[config.mk]
export PLATFORM = sky130hd
export DESIGN_NAME = gate_exerciser
export DESIGN_NICKNAME = d
export VERILOG_FILES = /design/src/rtl/gate_exerciser_pkg.sv /design/src/rtl/gate_exerciser_ref_model.sv /design/src/rtl/gate_exerciser.sv
export SDC_FILE = /design/constraint.sdc
export NUM_CORES = 1
export LEC_CHECK = 0
export ABC_CLOCK_PERIOD_IN_PS = 7700
export BUFFER_PORTS_ARGS = -buffer_cell sky130_fd_sc_hd__buf_2
export CAP_MARGIN = 5
export CORE_MARGIN = 5
export CORE_UTILIZATION = 45
export CTS_BUF_LIST = sky130_fd_sc_hd__clkbuf_8 sky130_fd_sc_hd__clkbuf_16
export CTS_CLUSTER_DIAMETER = 150
export DETAILED_ROUTE_END_ITERATION = 6
export GPL_TIMING_DRIVEN = 0
export PLACE_DENSITY = 0.66
export SLEW_MARGIN = 20
export SYNTH_ARGS = -nofsm -noshare
export SYNTH_HDL_FRONTEND = slang
export SYNTH_SLANG_ARGS = --single-unit
[constraint.sdc]
create_clock -name clk -period 7.7 [get_ports clk]
set_clock_uncertainty 0.15 [all_clocks]
set_input_delay 0 -clock clk [delete_from_list [all_inputs] [get_ports clk]]
set_output_delay 0 -clock clk [all_outputs]
set_load 0.02 [all_outputs]
[src/rtl/gate_exerciser_pkg.sv]
// rtl/gate_exerciser_pkg.sv - shared types and constants for the basic-gate exerciser
package gate_exerciser_pkg;

    typedef enum logic [1:0] {
        IDLE,
        RUN,
        DONE
    } state_t;

    localparam int NUM_VECTORS = 4;
    localparam int NUM_GATES   = 4;

    localparam int GATE_AND = 0;
    localparam int GATE_OR  = 1;
    localparam int GATE_XOR = 2;
    localparam int GATE_NOT = 3;

    localparam int         ERR_W   = 5;
    localparam logic [4:0] ERR_MAX = 5'd16;

    function automatic logic [2:0] popcount4(input logic [NUM_GATES-1:0] v);
        return 3'(v[0]) + 3'(v[1]) + 3'(v[2]) + 3'(v[3]);
    endfunction

endpackage

[src/rtl/gate_exerciser_ref_model.sv]
// rtl/gate_exerciser_ref_model.sv - combinational truth table for the and/or/xor/not gate set
module gate_ref_model
    import gate_exerciser_pkg::*;
(
    input  logic                 a,
    input  logic                 b,
    output logic [NUM_GATES-1:0] expected
);

    always_comb begin
        expected           = '0;
        expected[GATE_AND] = a & b;
        expected[GATE_OR]  = a | b;
        expected[GATE_XOR] = a ^ b;
        expected[GATE_NOT] = ~a;
    end

endmodule

[src/rtl/gate_exerciser.sv]
// rtl/gate_exerciser.sv - clocked stimulus/check sequencer driving A/B and scoring the gate outputs
module gate_exerciser
    import gate_exerciser_pkg::*;
#(
    parameter int HOLD_CYCLES = 10,
    parameter int CNT_W       = 8
) (
    input  logic             clk,
    input  logic             rst,
    input  logic             start,
    output logic             A,
    output logic             B,
    input  logic             Y_and,
    input  logic             Y_or,
    input  logic             Y_xor,
    input  logic             Y_not,
    output logic [1:0]       vec_idx,
    output logic             busy,
    output logic             done,
    output logic             pass,
    output logic [ERR_W-1:0] err_count,
    output logic [3:0]       fail_mask
);

    localparam logic [CNT_W-1:0] HOLD_LAST = CNT_W'(HOLD_CYCLES - 1);
    localparam logic [1:0]       LAST_IDX  = 2'(NUM_VECTORS - 1);

    state_t                 state, state_nx;
    logic [CNT_W-1:0]       hold, hold_nx;
    logic [1:0]             idx_nx, idx_inc;
    logic                   a_nx, b_nx, busy_nx, done_nx, pass_nx;
    logic [ERR_W-1:0]       err_nx, err_sat;
    logic [3:0]             mask_nx;
    logic [NUM_GATES-1:0]   expected, observed, mismatch;
    logic [ERR_W:0]         err_sum;
    logic                   check_edge;

    gate_ref_model u_ref (
        .a        (A),
        .b        (B),
        .expected (expected)
    );

    always_comb begin
        observed           = '0;
        observed[GATE_AND] = Y_and;
        observed[GATE_OR]  = Y_or;
        observed[GATE_XOR] = Y_xor;
        observed[GATE_NOT] = Y_not;
    end

    assign mismatch   = expected ^ observed;
    assign err_sum    = {1'b0, err_count} + {3'b000, popcount4(mismatch)};
    assign err_sat    = (err_sum > {1'b0, ERR_MAX}) ? ERR_MAX : err_sum[ERR_W-1:0];
    assign check_edge = (hold == HOLD_LAST);
    assign idx_inc    = vec_idx + 2'd1;

    always_comb begin
        state_nx = state;
        hold_nx  = hold;
        idx_nx   = vec_idx;
        a_nx     = A;
        b_nx     = B;
        busy_nx  = busy;
        done_nx  = 1'b0;
        pass_nx  = pass;
        err_nx   = err_count;
        mask_nx  = fail_mask;

        case (state)
            IDLE: begin
                a_nx    = 1'b0;
                b_nx    = 1'b0;
                busy_nx = 1'b0;
                idx_nx  = 2'd0;
                hold_nx = '0;
                if (start) begin
                    state_nx = RUN;
                    busy_nx  = 1'b1;
                    err_nx   = '0;
                    mask_nx  = '0;
                    pass_nx  = 1'b0;
                end
            end
            RUN: begin
                if (!check_edge) begin
                    hold_nx = hold + 1'b1;
                end else begin
                    hold_nx = '0;
                    err_nx  = err_sat;
                    mask_nx = fail_mask | mismatch;
                    if (vec_idx == LAST_IDX) begin
                        state_nx = DONE;
                        idx_nx   = 2'd0;
                        a_nx     = 1'b0;
                        b_nx     = 1'b0;
                        busy_nx  = 1'b0;
                        done_nx  = 1'b1;
                        pass_nx  = (err_sat == '0);
                    end else begin
                        // Next vector goes out on the check edge itself so each is held exactly HOLD_CYCLES.
                        idx_nx = idx_inc;
                        a_nx   = idx_inc[1];
                        b_nx   = idx_inc[0];
                    end
                end
            end
            DONE: begin
                state_nx = IDLE;
                busy_nx  = 1'b0;
            end
            default: begin
                state_nx = IDLE;
            end
        endcase
    end

    always_ff @(posedge clk) begin
        if (rst) begin
            state     <= IDLE;
            hold      <= '0;
            vec_idx   <= 2'd0;
            A         <= 1'b0;
            B         <= 1'b0;
            busy      <= 1'b0;
            done      <= 1'b0;
            pass      <= 1'b0;
            err_count <= '0;
            fail_mask <= '0;
        end else begin
            state     <= state_nx;
            hold      <= hold_nx;
            vec_idx   <= idx_nx;
            A         <= a_nx;
            B         <= b_nx;
            busy      <= busy_nx;
            done      <= done_nx;
            pass      <= pass_nx;
            err_count <= err_nx;
            fail_mask <= mask_nx;
        end
    end

endmodule

==> flow_summary.json <==
{
  "post-place-ws_ns": 4.252,
  "setup_viol_count_final": 0,
  "cap_violations": 0,
  "port_buffers": 22,
  "hold_viol": 0,
  "place_congestion": 0.7987,
  "grt_max_degree": 14,
  "cp-end-kind": "flip-flop",
  "ant_nets": 0,
  "yosysTopAreaCell": "dfxtp_1",
  "numCtsBuffers": 3,
  "final_area_um2": 1654,
  "final_util_pct": 54.63,
  "dp.cells": 234,
  "final_common_cell": "dfxtp_1",
  "io_pins": 23,
  "hold_class": "input port to flip-flop",
  "cts.repair.resized": 0,
  "multi_input_area_um2": 832.0,
  "cts_max_level": 1,
  "fmax_mhz": 289.2,
  "synth_area_um2": 1414,
  "die_w_um": 66.05,
  "grt_pass1_wl_um": 5809,
  "numClockSinks": 24,
  "rows": 20,
  "seq_area_frac_synth_pct": 33.98,
  "drt_iter0_drc": 69,
  "syn-num-nets": 186,
  "p_leak_nw": 0.7027,
  "die_area_um2": 4363,
  "gr-total-overflow": 0,
  "avgViaCountPerCell": 5.292,
  "grt_use_total_pct": 17.19,
  "hold_path_depth": 4,
  "synth_flop_cell": "dfxtp_1",
  "ys_async_sr_fraction_pct": 0,
  "rr_endpoint": "err_count[0]$_SDFFE_PP0P_",
  "clk_path_buf_depth": 2,
  "finalCriticalPeriod_ns": 3.457,
  "grt_pass1_vias": 1274,
  "final_nets": 215,
  "rsz0062_at_grt": "no",
  "tightest_slew_ns": 0.6293,
  "antenna_found_initial": 0,
  "totalPowerFinal_mw": 0.2796,
  "layout-drive-gt1-share_pct": 17.86,
  "synth_cells": 168,
  "antenna_cells": 0,
  "ys_ff_latch": 24,
  "wl_um": 3358,
  "hold_start": "Y_xor",
  "status": "completed",
  "rr_worst_depth": 11,
  "critPathMaxFanout": 6,
  "powerDensity_nw_per_um2": 169.0,
  "cts-root-buf": "clkbuf_8",
  "ys_top_cells_by_area": "dfxtp_1 34%, ha_1 7.1%, a21oi_1 6.0%, nor2_1 4.8%, fa_1 4.2%",
  "clk_pin_slew_worst_paths_ns": 0.09,
  "criticalPathCategory": "flip-flop to flip-flop",
  "fp.coreArea_um2": 3028,
  "critPathArrivalTime_ns": 3.48,
  "drt-pass1-iter-count": 4,
  "cts_tree": "built",
  "worst_slack_ns": 4.243,
  "fin_cells": 240,
  "via_count": 1270,
  "syn_to_final_growth_pct": 16.99,
  "ff_latch_area_um2": 480.5,
  "fp.dieH_um": 66.05,
  "routedWlPerCell_um": 13.99,
  "hold_end": "fail_mask[2]$_SDFFE_PP0P_",
  "synth_top_area_share_pct": 33.98,
  "synth_edf_count": 0,
  "synth.avg_cell_area_um2": 8.416,
  "start_util_pct": 46.69,
  "irDropWorstVdd_mv": 0.1146,
  "rrSetupSlack_ns": 4.24,
  "worstPathRequired_ns": 7.72,
  "max_slew_margin_pct": 56.85,
  "start_kind": "flip-flop",
  "synth_cell_types": 44,
  "hpwl_um": 2581,
  "clk_latency_ns": 0.27,
  "fin_tns_setup_ns": 0,
  "fillerInstances": 303,
  "r2r_start": "A$_SDFFE_PP0P_",
  "maxSlewViolCount": 0,
  "synth_warnings": 0,
  "placed_cell_area_um2": 1579,
  "drc_errors": 0,
  "final_cell_mix": "24 x dfxtp_1, 22 x buf_2, 18 x nor2_1",
  "min_period_over_period_pct": 44.90,
  "hold_ws_ns": 0.03640
}
[synth_stat cells, drive strengths merged, types with 4 or more instances]
master / instances
a21oi: 17
buf: 5
dfxtp: 24
ha: 8
inv: 15
nand2: 6
nand2b: 5
nand3: 5
nor2: 19
nor3: 5
o21ai: 8
o31a: 4
[cells by family (layout without fill, tap and decap cells)]
| family | Yosys count | count (layout) | synth area share (%) |
|---|---|---|---|
| AO/OA/AOI/OAI | 47 | 47 | 21.68 |
| XOR/XNOR | 5 | 5 | 3.098 |
| adder cells (fa/ha/maj) | 11 | 11 | 11.33 |
| buffers and inverters | 23 | 51 | 7.168 |
| flip-flops | 24 | 24 | 33.98 |
| multiplexers | 2 | 2 | 1.416 |
| AND/OR/NAND/NOR | 56 | 56 | 21.33 |
[worst max-delay path by stage]
stage / startpoint / end / slack (ns) / depth (start not counted)
floorplan: A$_SDFFE_PP0P_ / pass$_SDFFE_PP0P_ / 4.47 / 11
global placement: A$_SDFFE_PP0P_ / pass$_SDFFE_PP0P_ / 4.34 / 11
detailed placement: A$_SDFFE_PP0P_ / err_count[0]$_SDFFE_PP0P_ / 4.25 / 11
CTS: A$_SDFFE_PP0P_ / err_count[0]$_SDFFE_PP0P_ / 4.24 / 11
global route: A$_SDFFE_PP0P_ / err_count[0]$_SDFFE_PP0P_ / 3.91 / 11
finish: A$_SDFFE_PP0P_ / err_count[0]$_SDFFE_PP0P_ / 4.24 / 11
[worst max-delay path, cell delays in order, from the launching register on]
cell and delay, ns:
dfxtp_1 0.45, inv_1 0.07, ha_1 0.33, xnor2_1 0.26, fa_1 0.48, fa_1 0.40, inv_1 0.13, fa_1 0.30
nand4_1 0.14, o21ai_0 0.27, nand2_1 0.13, o32ai_1 0.26
[state kept, by name, summed over array words and instances (netlist names)]
signal     count
A              1
done           1
state          2
err_count      5
hold           8
vec_idx        1
busy           1
pass           1
fail_mask      4
[what timing repair did]
action	4_1_cts	5_1_grt
endpoints found under the hold margin	7	0
hold buffers	2	0
buffers inserted	0	0
[power by group]
| group | total (mW) | internal (mW) | switching (mW) |
|---|---|---|---|
| logic | 0.0612 | 0.0242 | 0.0371 |
| registers | 0.130 | 0.128 | 0.00269 |
| clock network | 0.0880 | 0.0457 | 0.0423 |
[final cells by class]
cell class | count | share of cell area (%)
Buffer | 8 | 2.723
Clock buffer | 4 | 3.328
Inverter | 15 | 3.404
Multi-Input combinational cell | 121 | 50.30
Sequential cell | 24 | 29.05
Tap cell | 44 | 3.328
Timing Repair Buffer | 24 | 7.867
[routing by layer]
metal  up-vias  wire length (um)  global-route usage [%]
li1        652                 -                       -
met1       593              1576                   21.11
met2        20              1635                   31.29
met3         5               113                   2.721
met4         0                33                   3.807
met5         -                 0                       0
(Power assumes the default switching activity.)
